==> src/rtl/whack_pkg.sv <==
// whack_pkg: shared definitions for the whack-a-mole controller and its
// score datapath.
//   state_e     : game phase codes (3 bits), the same codes the datapath decodes
//   LFSR_TAPS   : feedback mask for x^8+x^6+x^5+x^4+1 (bits 7,5,4,3)
//   hole_t      : 2-bit hole index
//   mole_state(): maps a hole index to its MOLEk state code
package whack_pkg;

    typedef enum logic [2:0] {
        ST_IDLE  = 3'b000,
        ST_GAME  = 3'b001,
        ST_MOLE0 = 3'b010,
        ST_MOLE1 = 3'b011,
        ST_MOLE2 = 3'b100,
        ST_MOLE3 = 3'b101,
        ST_OVER  = 3'b110
    } state_e;

    localparam logic [7:0] LFSR_TAPS = 8'hB8;

    typedef logic [1:0] hole_t;

    // MOLE codes are contiguous, so MOLEk = MOLE0 + k.
    function automatic state_e mole_state(input hole_t h);
        logic [2:0] code;
        code = 3'(ST_MOLE0) + {1'b0, h};
        return state_e'(code);
    endfunction

endpackage

==> src/rtl/whack_lfsr.sv <==
// whack_lfsr: 8-bit Fibonacci LFSR, x^8+x^6+x^5+x^4+1, advancing every clock.
// Maximal-length polynomial, so a nonzero seed never reaches 8'h00.
//   Parameter SEED : nonzero value loaded while Reset is low
//   clk     in  1  system clock
//   Reset   in  1  asynchronous active-low reset
//   o_value out 8  current LFSR value
module whack_lfsr
    import whack_pkg::*;
#(
    parameter logic [7:0] SEED = 8'hA5
) (
    input  logic       clk,
    input  logic       Reset,
    output logic [7:0] o_value
);

    logic [7:0] r_lfsr;

    always_ff @(posedge clk or negedge Reset) begin
        if (!Reset) begin
            r_lfsr <= SEED;
        end else begin
            r_lfsr <= {r_lfsr[6:0], ^(r_lfsr & LFSR_TAPS)};
        end
    end

    assign o_value = r_lfsr;

endmodule

==> src/rtl/whack_control.sv <==
// whack_control: game sequencer for the whack-a-mole score datapath.
// Parameters: ROUNDS (mole appearances per game, 1..255), LFSR_SEED (nonzero).
// Ports:
//   clk            in  1  system clock
//   Reset          in  1  asynchronous active-low reset
//   start          in  1  player start request (level or pulse, edge-detected)
//   enable_control in  1  one-cycle "phase done" pulse from the datapath
//   state          out 3  game phase code (whack_pkg::state_e)
//   mole_onehot    out 4  lit hole, zero outside MOLE states
//   round_count    out 8  completed mole rounds in the current game
//   game_over      out 1  high while in OVER
// Build option: WHACK_NO_REPEAT_EN - when defined, a hole pick equal to the
// previous mole's hole is bumped to the next hole (mod 4).
//
// state  | meaning
// IDLE   | waiting for a start edge
// GAME   | between moles, waiting for the datapath to pick the next mole
// MOLEk  | hole k lit, waiting for the datapath to finish the round
// OVER   | ROUNDS moles done, round_count frozen until the next start edge
module whack_control
    import whack_pkg::*;
#(
    parameter int         ROUNDS    = 10,
    parameter logic [7:0] LFSR_SEED = 8'hA5
) (
    input  logic       clk,
    input  logic       Reset,
    input  logic       start,
    input  logic       enable_control,
    output logic [2:0] state,
    output logic [3:0] mole_onehot,
    output logic [7:0] round_count,
    output logic       game_over
);

    localparam logic [7:0] ROUNDS_L = 8'(ROUNDS);

    state_e     r_state;
    logic [7:0] r_round;
    logic       r_start_d;

    state_e     w_next_state;
    logic [7:0] w_next_round;
    logic [7:0] w_round_inc;
    logic       w_start_evt;
    logic [7:0] w_lfsr;
    hole_t      w_pick;
    hole_t      w_hole;
    logic       w_lfsr_unused;

    whack_lfsr #(
        .SEED (LFSR_SEED)
    ) u_lfsr (
        .clk     (clk),
        .Reset   (Reset),
        .o_value (w_lfsr)
    );

    assign w_pick        = w_lfsr[1:0];
    assign w_lfsr_unused = ^w_lfsr[7:2];
    assign w_start_evt   = start & ~r_start_d;
    assign w_round_inc   = r_round + 8'd1;

`ifdef WHACK_NO_REPEAT_EN
    hole_t r_prev_hole;

    assign w_hole = (w_pick == r_prev_hole) ? hole_t'(w_pick + 2'd1) : w_pick;

    always_ff @(posedge clk or negedge Reset) begin
        if (!Reset) begin
            r_prev_hole <= '0;
        end else if (r_state == ST_GAME && enable_control) begin
            r_prev_hole <= w_hole;
        end
    end
`else
    assign w_hole = w_pick;
`endif

    always_ff @(posedge clk or negedge Reset) begin
        if (!Reset) begin
            r_state   <= ST_IDLE;
            r_round   <= '0;
            r_start_d <= 1'b0;
        end else begin
            r_state   <= w_next_state;
            r_round   <= w_next_round;
            r_start_d <= start;
        end
    end

    always_comb begin
        w_next_state = r_state;
        w_next_round = r_round;
        case (r_state)
            ST_IDLE: begin
                if (w_start_evt) begin
                    w_next_state = ST_GAME;
                    w_next_round = '0;
                end
            end
            ST_GAME: begin
                if (enable_control) begin
                    w_next_state = mole_state(w_hole);
                end
            end
            ST_MOLE0, ST_MOLE1, ST_MOLE2, ST_MOLE3: begin
                if (enable_control) begin
                    w_next_round = w_round_inc;
                    w_next_state = (w_round_inc == ROUNDS_L) ? ST_OVER : ST_GAME;
                end
            end
            ST_OVER: begin
                if (w_start_evt) begin
                    w_next_state = ST_IDLE;
                end
            end
            default: begin
                // Unused code 3'b111 recovers to IDLE.
                w_next_state = ST_IDLE;
            end
        endcase
    end

    always_comb begin
        mole_onehot = 4'b0000;
        case (r_state)
            ST_MOLE0: mole_onehot = 4'b0001;
            ST_MOLE1: mole_onehot = 4'b0010;
            ST_MOLE2: mole_onehot = 4'b0100;
            ST_MOLE3: mole_onehot = 4'b1000;
            default:  mole_onehot = 4'b0000;
        endcase
    end

    assign state       = r_state;
    assign round_count = r_round;
    assign game_over   = (r_state == ST_OVER);

endmodule

==> config.mk <==
export PLATFORM = sky130hd
export DESIGN_NAME = whack_control
export DESIGN_NICKNAME = d
export VERILOG_FILES = /design/src/rtl/whack_pkg.sv /design/src/rtl/whack_lfsr.sv /design/src/rtl/whack_control.sv
export SDC_FILE = /design/constraint.sdc
export NUM_CORES = 1
export LEC_CHECK = 0
export BUFFER_PORTS_ARGS = -buffer_cell sky130_fd_sc_hd__buf_2
export CAP_MARGIN = 15
export CORE_UTILIZATION = 30
export CTS_BUF_LIST = sky130_fd_sc_hd__clkbuf_2 sky130_fd_sc_hd__clkbuf_4 sky130_fd_sc_hd__clkbuf_8
export DETAILED_ROUTE_END_ITERATION = 8
export SYNTH_ARGS = -nofsm -noshare
export SYNTH_HDL_FRONTEND = slang
export SYNTH_SLANG_ARGS = --single-unit
==> constraint.sdc <==
create_clock -name clk -period 3.5 [get_ports clk]
set_clock_uncertainty 0.15 [all_clocks]
set_input_delay 0.525 -clock clk [delete_from_list [all_inputs] [get_ports clk]]
set_output_delay 0.525 -clock clk [all_outputs]
set_load 0.02 [all_outputs]
==> run metrics, run 1 <==
status=finished, final reports clean; CORE AREA=3100 um^2; Total Wirelength=2060 um; I/O Pins=20; area of the multi-input gates=450 um^2; crit path kind=reg2reg; CTS Buffer Depth=2; Tightest Hold Check Type=in2reg; First-pass DRT Iterations=4; CP Data Required Time=3.55 ns; Vias=796; Layout Utilization=37.7%; fill count=331; count of input and output buffers=19; Clock Latency Late Sink=0.31 ns; Psw=258 uW; Syn Inst Count=99; r2r setup slk=1.16 ns; sequential element share of the synthesized area=50.5%; CTS sink count=20; Comb power frac=33.1%; Slew headroom=55.6%; measured slew at the worst slew-check pin=roughly 0.66 ns; DRC Markers=0; WL/cell=approximately 13 um; die width=about 60 um; most numerous cell in the Yosys netlist=dfrtp_1; worst ir drop on vdd=0.321 mV; vias in the first global route=778; Sw Share=40.1%; Cell Chain, Critical Path=ha_1 -> nand3_1 -> xor2_1 -> nand4_1 -> or4b_4 -> a221o_1; Final GP Congestion=0.820; Detail Route Antenna Nets=0; Critical Path Source Type=flip-flop; drt via density=4.88; CP Capture Type=flip-flop; Total GRT Usage=13.5%; arrival time worst endpoint=2.38 ns; share of cells above drive strength 1=26.1%; synthesized flop and latch total=20; Rows=20; number of enable flip-flop cells after synthesis=0; Mapped Area=roughly 1000 um^2; top cells by count, synth=dfrtp_1 (16), nand2_1 (9), o21ai_0 (7), inv_1 (6), nor2_1 (6); clock buffer count from CTS=3; H-tree level count=1; sequential power share=47.5%; fin. max-slew vios=0; WHS Path Cells=1; dpl hpwl=1440 um; FF-to-FF path depth=6; Critical path origin=round_count[0]; clk slew on worst S/H paths=0.12 ns; Synth area leaders=dfrtp_1 (40%), dfstp_2 (11%), o21ai_0 (3.5%), xnor2_1 (3.5%), xor2_1 (3.5%); Clock Tree Root=clkbuf_4; reg-to-reg critical path endpoint=state[0]; f_max=428 MHz; first-pass GRT wire length=approximately 3500 um; Storage cell area=between 500 and 600 um^2; nets=126; slowest stage delay, CP=0.56 ns; Synth cell types=29; Pleak=0.539 nW; Buf+Inv Stages, Crit Path=0; die area=3570 um^2; async set or reset register ratio after synthesis=100%; critical path peak fanout=7; Tcrit/Tclk final=approximately two thirds; Mean Syn Cell Area=10.1 um^2; GRT overflow=0; Synth Warn #=0; cell depth of the worst setup path=6; hold wc startpoint=start; Fin Setup TNS=0 ns; cell type with the largest total area after synthesis=dfrtp_1; postcts setup bufs=0; post-route minimum period=2.34 ns; initial antenna violation count=0; Ant. Diodes=0; DRT iter0 DRCs=26; Hold Crit Endpoint=r_start_d; Internal=just under 400 uW; top_reg_cell synth=dfrtp_1; largest net degree at the start of global routing=21; Starting Density=32.3%; final-report hold violation count=0; die height=59.8 um; clock power share=about a fifth; RR Startpoint=round_count[0]; area grow syn2layout=16.7%; Pwr Density=approximately 550 nW/um^2; RSZ-0062 raised after global routing=no; Mapped Nets=105; clock tree from TritonCTS=built; Worst path top cell family by delay=simple AND/OR/NAND/NOR gates; Synth top area share=40.0%; max_cap viols=0; setup violators final=0; critical path's slowest cell=or4b_4
-- cells by family after synthesis --
logic type	Yosys count	synth area share, %
xor+xnor	8	7.00
fa+ha+maj	2	2.50
buf+inv	10	4.50
mux	1	1.12
flops	20	50.5
simple gates	36	19.6
compound gates	22	14.7
-- layout by cell type, fill, tap and decap left out, types with 2 or more instances in the layout --
| master | netlist | routed |
|---|---|---|
| xor2_1 | 4 | 4 |
| o31ai_1 | 4 | 4 |
| o221ai_1 | 2 | 2 |
| nand3_1 | 2 | 2 |
| nand2b_1 | 4 | 4 |
| nand4_1 | 2 | 2 |
| inv_1 | 6 | 6 |
| nor2_1 | 6 | 6 |
| or3_1 | 2 | 2 |
| nand2_1 | 9 | 9 |
| dfstp_2 | 4 | 4 |
| nor3_1 | 2 | 2 |
| buf_2 | 0 | 19 |
| a21oi_1 | 3 | 3 |
| clkbuf_4 | 0 | 4 |
| a221o_1 | 2 | 2 |
| dfrtp_1 | 16 | 16 |
| nor2b_1 | 3 | 3 |
| xnor2_1 | 4 | 4 |
| o21ai_0 | 7 | 7 |
| o22ai_1 | 2 | 2 |
| and3_1 | 3 | 3 |
| ha_1 | 2 | 2 |
-- layer usage --
| layer | share of wire [%] | vias up | track usage, % | wire, um |
|---|---|---|---|---|
| met5 | 0 | - | 0 | 0 |
| met4 | 0.83 | 0 | 3.99 | 17 |
| met3 | 7.2 | 4 | 4.98 | 149 |
| met2 | 44 | 29 | 20.8 | 916 |
| met1 | 47 | 373 | 17.7 | 976 |
| li1 | - | 390 | - | - |
-- repair_timing --
item,in CTS,in global routing
hold buffers,1,0
endpoints found under the setup margin,0,0
resized for setup,0,0
endpoints found under the hold margin,7,0
-- area by class of cell --
| type | instances | area share (%) |
|---|---|---|
| sequential | 20 | 43.3 |
| timing repair buffer | 20 | 8.99 |
| clock buffer | 4 | 2.57 |
| multi-input combinational | 69 | 38.5 |
| tap | 44 | 4.71 |
| inverter | 6 | 1.93 |
-- state kept, by name, summed over array words and instances (netlist names) --
register and cells:
round_count 8, u_lfsr.o_value 8, state 3, r_start_d 1
-- how the worst max path moves through the flow --
stage,end,slack [ns]
after floorplan,state[0],1.19
after global routing,state[0],1.0
after detailed placement,state[0],1.20
final,state[0],1.16
after global placement,state[0],1.23
after CTS,state[0],1.15
-- per-stage QoR --
step                      power (mW)  setup slack, ns  instances  hold WS [ns]  area (um^2)
after floorplan                0.454             1.19         99        0.0794         1000
after global placement         0.519             1.23        158         0.186         1130
after detailed placement       0.521             1.20        158         0.195         1130
after CTS                      0.652             1.15        163         0.173         1170
after global routing           0.692            0.996        163         0.173         1170
final                          0.644             1.16        163         0.182         1170
-- power groups by stage --
| stage | sequential, mW | clock [mW] | combinational (mW) |
|---|---|---|---|
| after floorplan | 0.316 | 0 | 0.138 |
| final | 0.306 | 0.125 | 0.213 |
| after detailed placement | 0.308 | 0 | 0.213 |
| after global routing | 0.312 | 0.140 | 0.240 |
| after CTS | 0.305 | 0.132 | 0.215 |
| after global placement | 0.306 | 0 | 0.213 |
Note: power is estimated with default switching activity, not from simulation.
==> run 2, diff against run 1 <==
ABC_AREA = 1   (was default)
clock period = 1.95 ns   (was 3.5 ns; I/O delays follow)
==> run 2 against run 1 <==
Against the previous run: register-to-register slack worse by 0.96 ns; die area grew 1.7%; maximum frequency grew 34%; via count is 11% higher; clock-buffer cell count fell by 1; first-iteration DRC count grew 96%; critical path depth up 5; worst hold slack better by 0.037 ns; sequential cell count unchanged; critical path type unchanged; largest cell class unchanged.
==> run metrics, run 2 <==
DRC Markers=0; final-report hold violation count=0; WL/cell=10.3 um; largest net degree at the start of global routing=21; GRT overflow=0; clock buffer count from CTS=3; Synth Warn #=0; Syn Inst Count=between 100 and 150; Ant. Diodes=0; Pleak=roughly 0.64 nW; die width=around 60 um; setup violators final=0; most numerous cell in the Yosys netlist=nand2_1; critical path peak fanout=6; slowest stage delay, CP=0.47 ns; drt via density=about 4.6; clk slew on worst S/H paths=0.11 ns; H-tree level count=1; Mean Syn Cell Area=8.35 um^2; worst ir drop on vdd=roughly 0.36 mV; Total Wirelength=1960 um; cell type with the largest total area after synthesis=dfrtp_1; Synth area leaders=dfrtp_1 (39%), nand2_1 (13%), dfstp_2 (10%), nand3_1 (5.9%), inv_1 (5.5%); Synth cell types=25; sequential element share of the synthesized area=approximately half; max_cap viols=0; Layout Utilization=39.5%; Pwr Density=~1100 nW/um^2; number of enable flip-flop cells after synthesis=0; fin. max-slew vios=0; top cells by count, synth=nand2_1 (35), dfrtp_1 (16), inv_1 (15), nand3_1 (12), nor2_1 (8); first-pass GRT wire length=3180 um; postcts setup bufs=0; measured slew at the worst slew-check pin=0.433 ns; Fin Setup TNS=0 ns; top_reg_cell synth=dfrtp_1; Buf+Inv Stages, Crit Path=1; async set or reset register ratio after synthesis=between 90% and 100%; Vias=about 880; dpl hpwl=between 1500 and 2000 um; Rows=20; Tcrit/Tclk final=89.8%; Tightest Hold Check Type=reg2reg; nets=154; f_max=571 MHz; Worst path top cell family by delay=simple AND/OR/NAND/NOR gates; cell depth of the worst setup path=11; synthesized flop and latch total=20; share of cells above drive strength 1=23.8%; die area=3630 um^2; Placement Setup Slack=0.202 ns; Clock Tree Root=clkbuf_4; final setup margin=0.199 ns; FF-to-FF path depth=11; CP Data Required Time=2.01 ns; CP Capture Type=flip-flop; RSZ-0062 raised after global routing=no; Mapped Area=~1000 um^2; Critical Path Source Type=flip-flop; CP dominant cell by count=nand2_1; WHS Path Cells=0; First-pass DRT Iterations=4; post-route minimum period=1.75 ns; commonest non-fill, non-tap cell in the layout=nand2_1; Starting Density=between 30% and 40%; clock tree from TritonCTS=built; Mapped Nets=128; crit path kind=reg2reg; Cell Chain, Critical Path=ha_1 -> nand2_1 -> inv_1 -> nand3_1 -> nand3_1 -> nor2_1 -> nand3_1 -> nand2_1 -> nand2_1 -> nand2_1 -> nand2_1; Clock Latency Late Sink=0.30 ns; Slew headroom=just over 70%; CORE AREA=around 3100 um^2; initial antenna violation count=0; Final GP Congestion=0.784; vias in the first global route=~780; CTS Buffer Depth=2; die height=roughly 60 um; critical path's slowest cell=dfrtp_2; Detail Route Antenna Nets=0; area grow syn2layout=21.3%; status=finished, final reports clean; Synth top area share=39.3%; most frequent cells in the layout=nand2_1 (35), buf_2 (19), inv_1 (15), dfrtp_1 (15), nand3_1 (12); count of input and output buffers=19; arrival time worst endpoint=1.81 ns; I/O Pins=20; DRT iter0 DRCs=51; CTS sink count=20; Total GRT Usage=12.3%
run 2: cell count changes in the layout (fill, tap and decap cells not counted), sizes merged, moves of 4 or more:
cell	change
inv	+10
nand2	+27
nand2b	-4
nand3	+9
run 2: cells by family after synthesis:
group	share of synthesized area, %
adders and majority gates	2.46
and+or+nand+nor	28.9
muxes	0.983
AOI/OAI and AO/OA	7.37
xor gates and xnor gates	2.58
buffers and inverters	8.11
DFF	49.6
run 2: final timing paths:
check | startpoint | endpoint | slack (ns)
min in group asynchronous | Reset | round_count[2] | 0.29
worst min-delay path | u_lfsr.o_value[6] | u_lfsr.o_value[7] | 0.22
max in group asynchronous | Reset | u_lfsr.o_value[7] | 1.02
worst min register to register | u_lfsr.o_value[6] | u_lfsr.o_value[7] | 0.22
worst max register to register | round_count[0] | state[0] | 0.20
worst max-delay path | round_count[0] | state[0] | 0.20
run 2: layer usage:
metal	track usage, %	up-vias	share of wire (%)
met2	20.1	19	48
li1	-	442	-
met4	9.97	0	3.8
met5	0	-	0
met1	14.0	416	45
met3	2.16	7	3.1
run 2: final cells by class:
type / count / area [um^2]
repair buffers: 23 / 130
inverters: 16 / 60.1
clock buffers: 3 / 22.5
multi-input cells: 84 / 430
flip-flops and latches: 20 / 507
well taps: 44 / 55.1
clock inverters: 1 / 30.0
fillers: 330 / 1890
run 2: metrics by stage:
stage / instance area [um^2] / instances / total power, mW / hold WS, ns
floorplan: 1020 / 122 / 0.909 / -0.153
CTS: 1230 / 191 / 1.37 / 0.221
global route: 1230 / 191 / 1.45 / 0.235
detailed placement: 1160 / 185 / 1.02 / 0.115
finish: 1230 / 191 / 1.35 / 0.219
global placement: 1160 / 185 / 1.01 / 0.112
run 2: power by group:
| group | internal, mW | total (mW) | switching (mW) |
|---|---|---|---|
| Clock | 0.208 | 0.339 | 0.131 |
| Combinational | 0.179 | 0.496 | 0.317 |
| Sequential | 0.454 | 0.518 | 0.0639 |
run 2: repair_timing:
action                                 CTS  global route
endpoints found under the hold margin   17             0
resized for setup                        0             1
setup endpoints to repair                0             3
hold buffers                             2             0
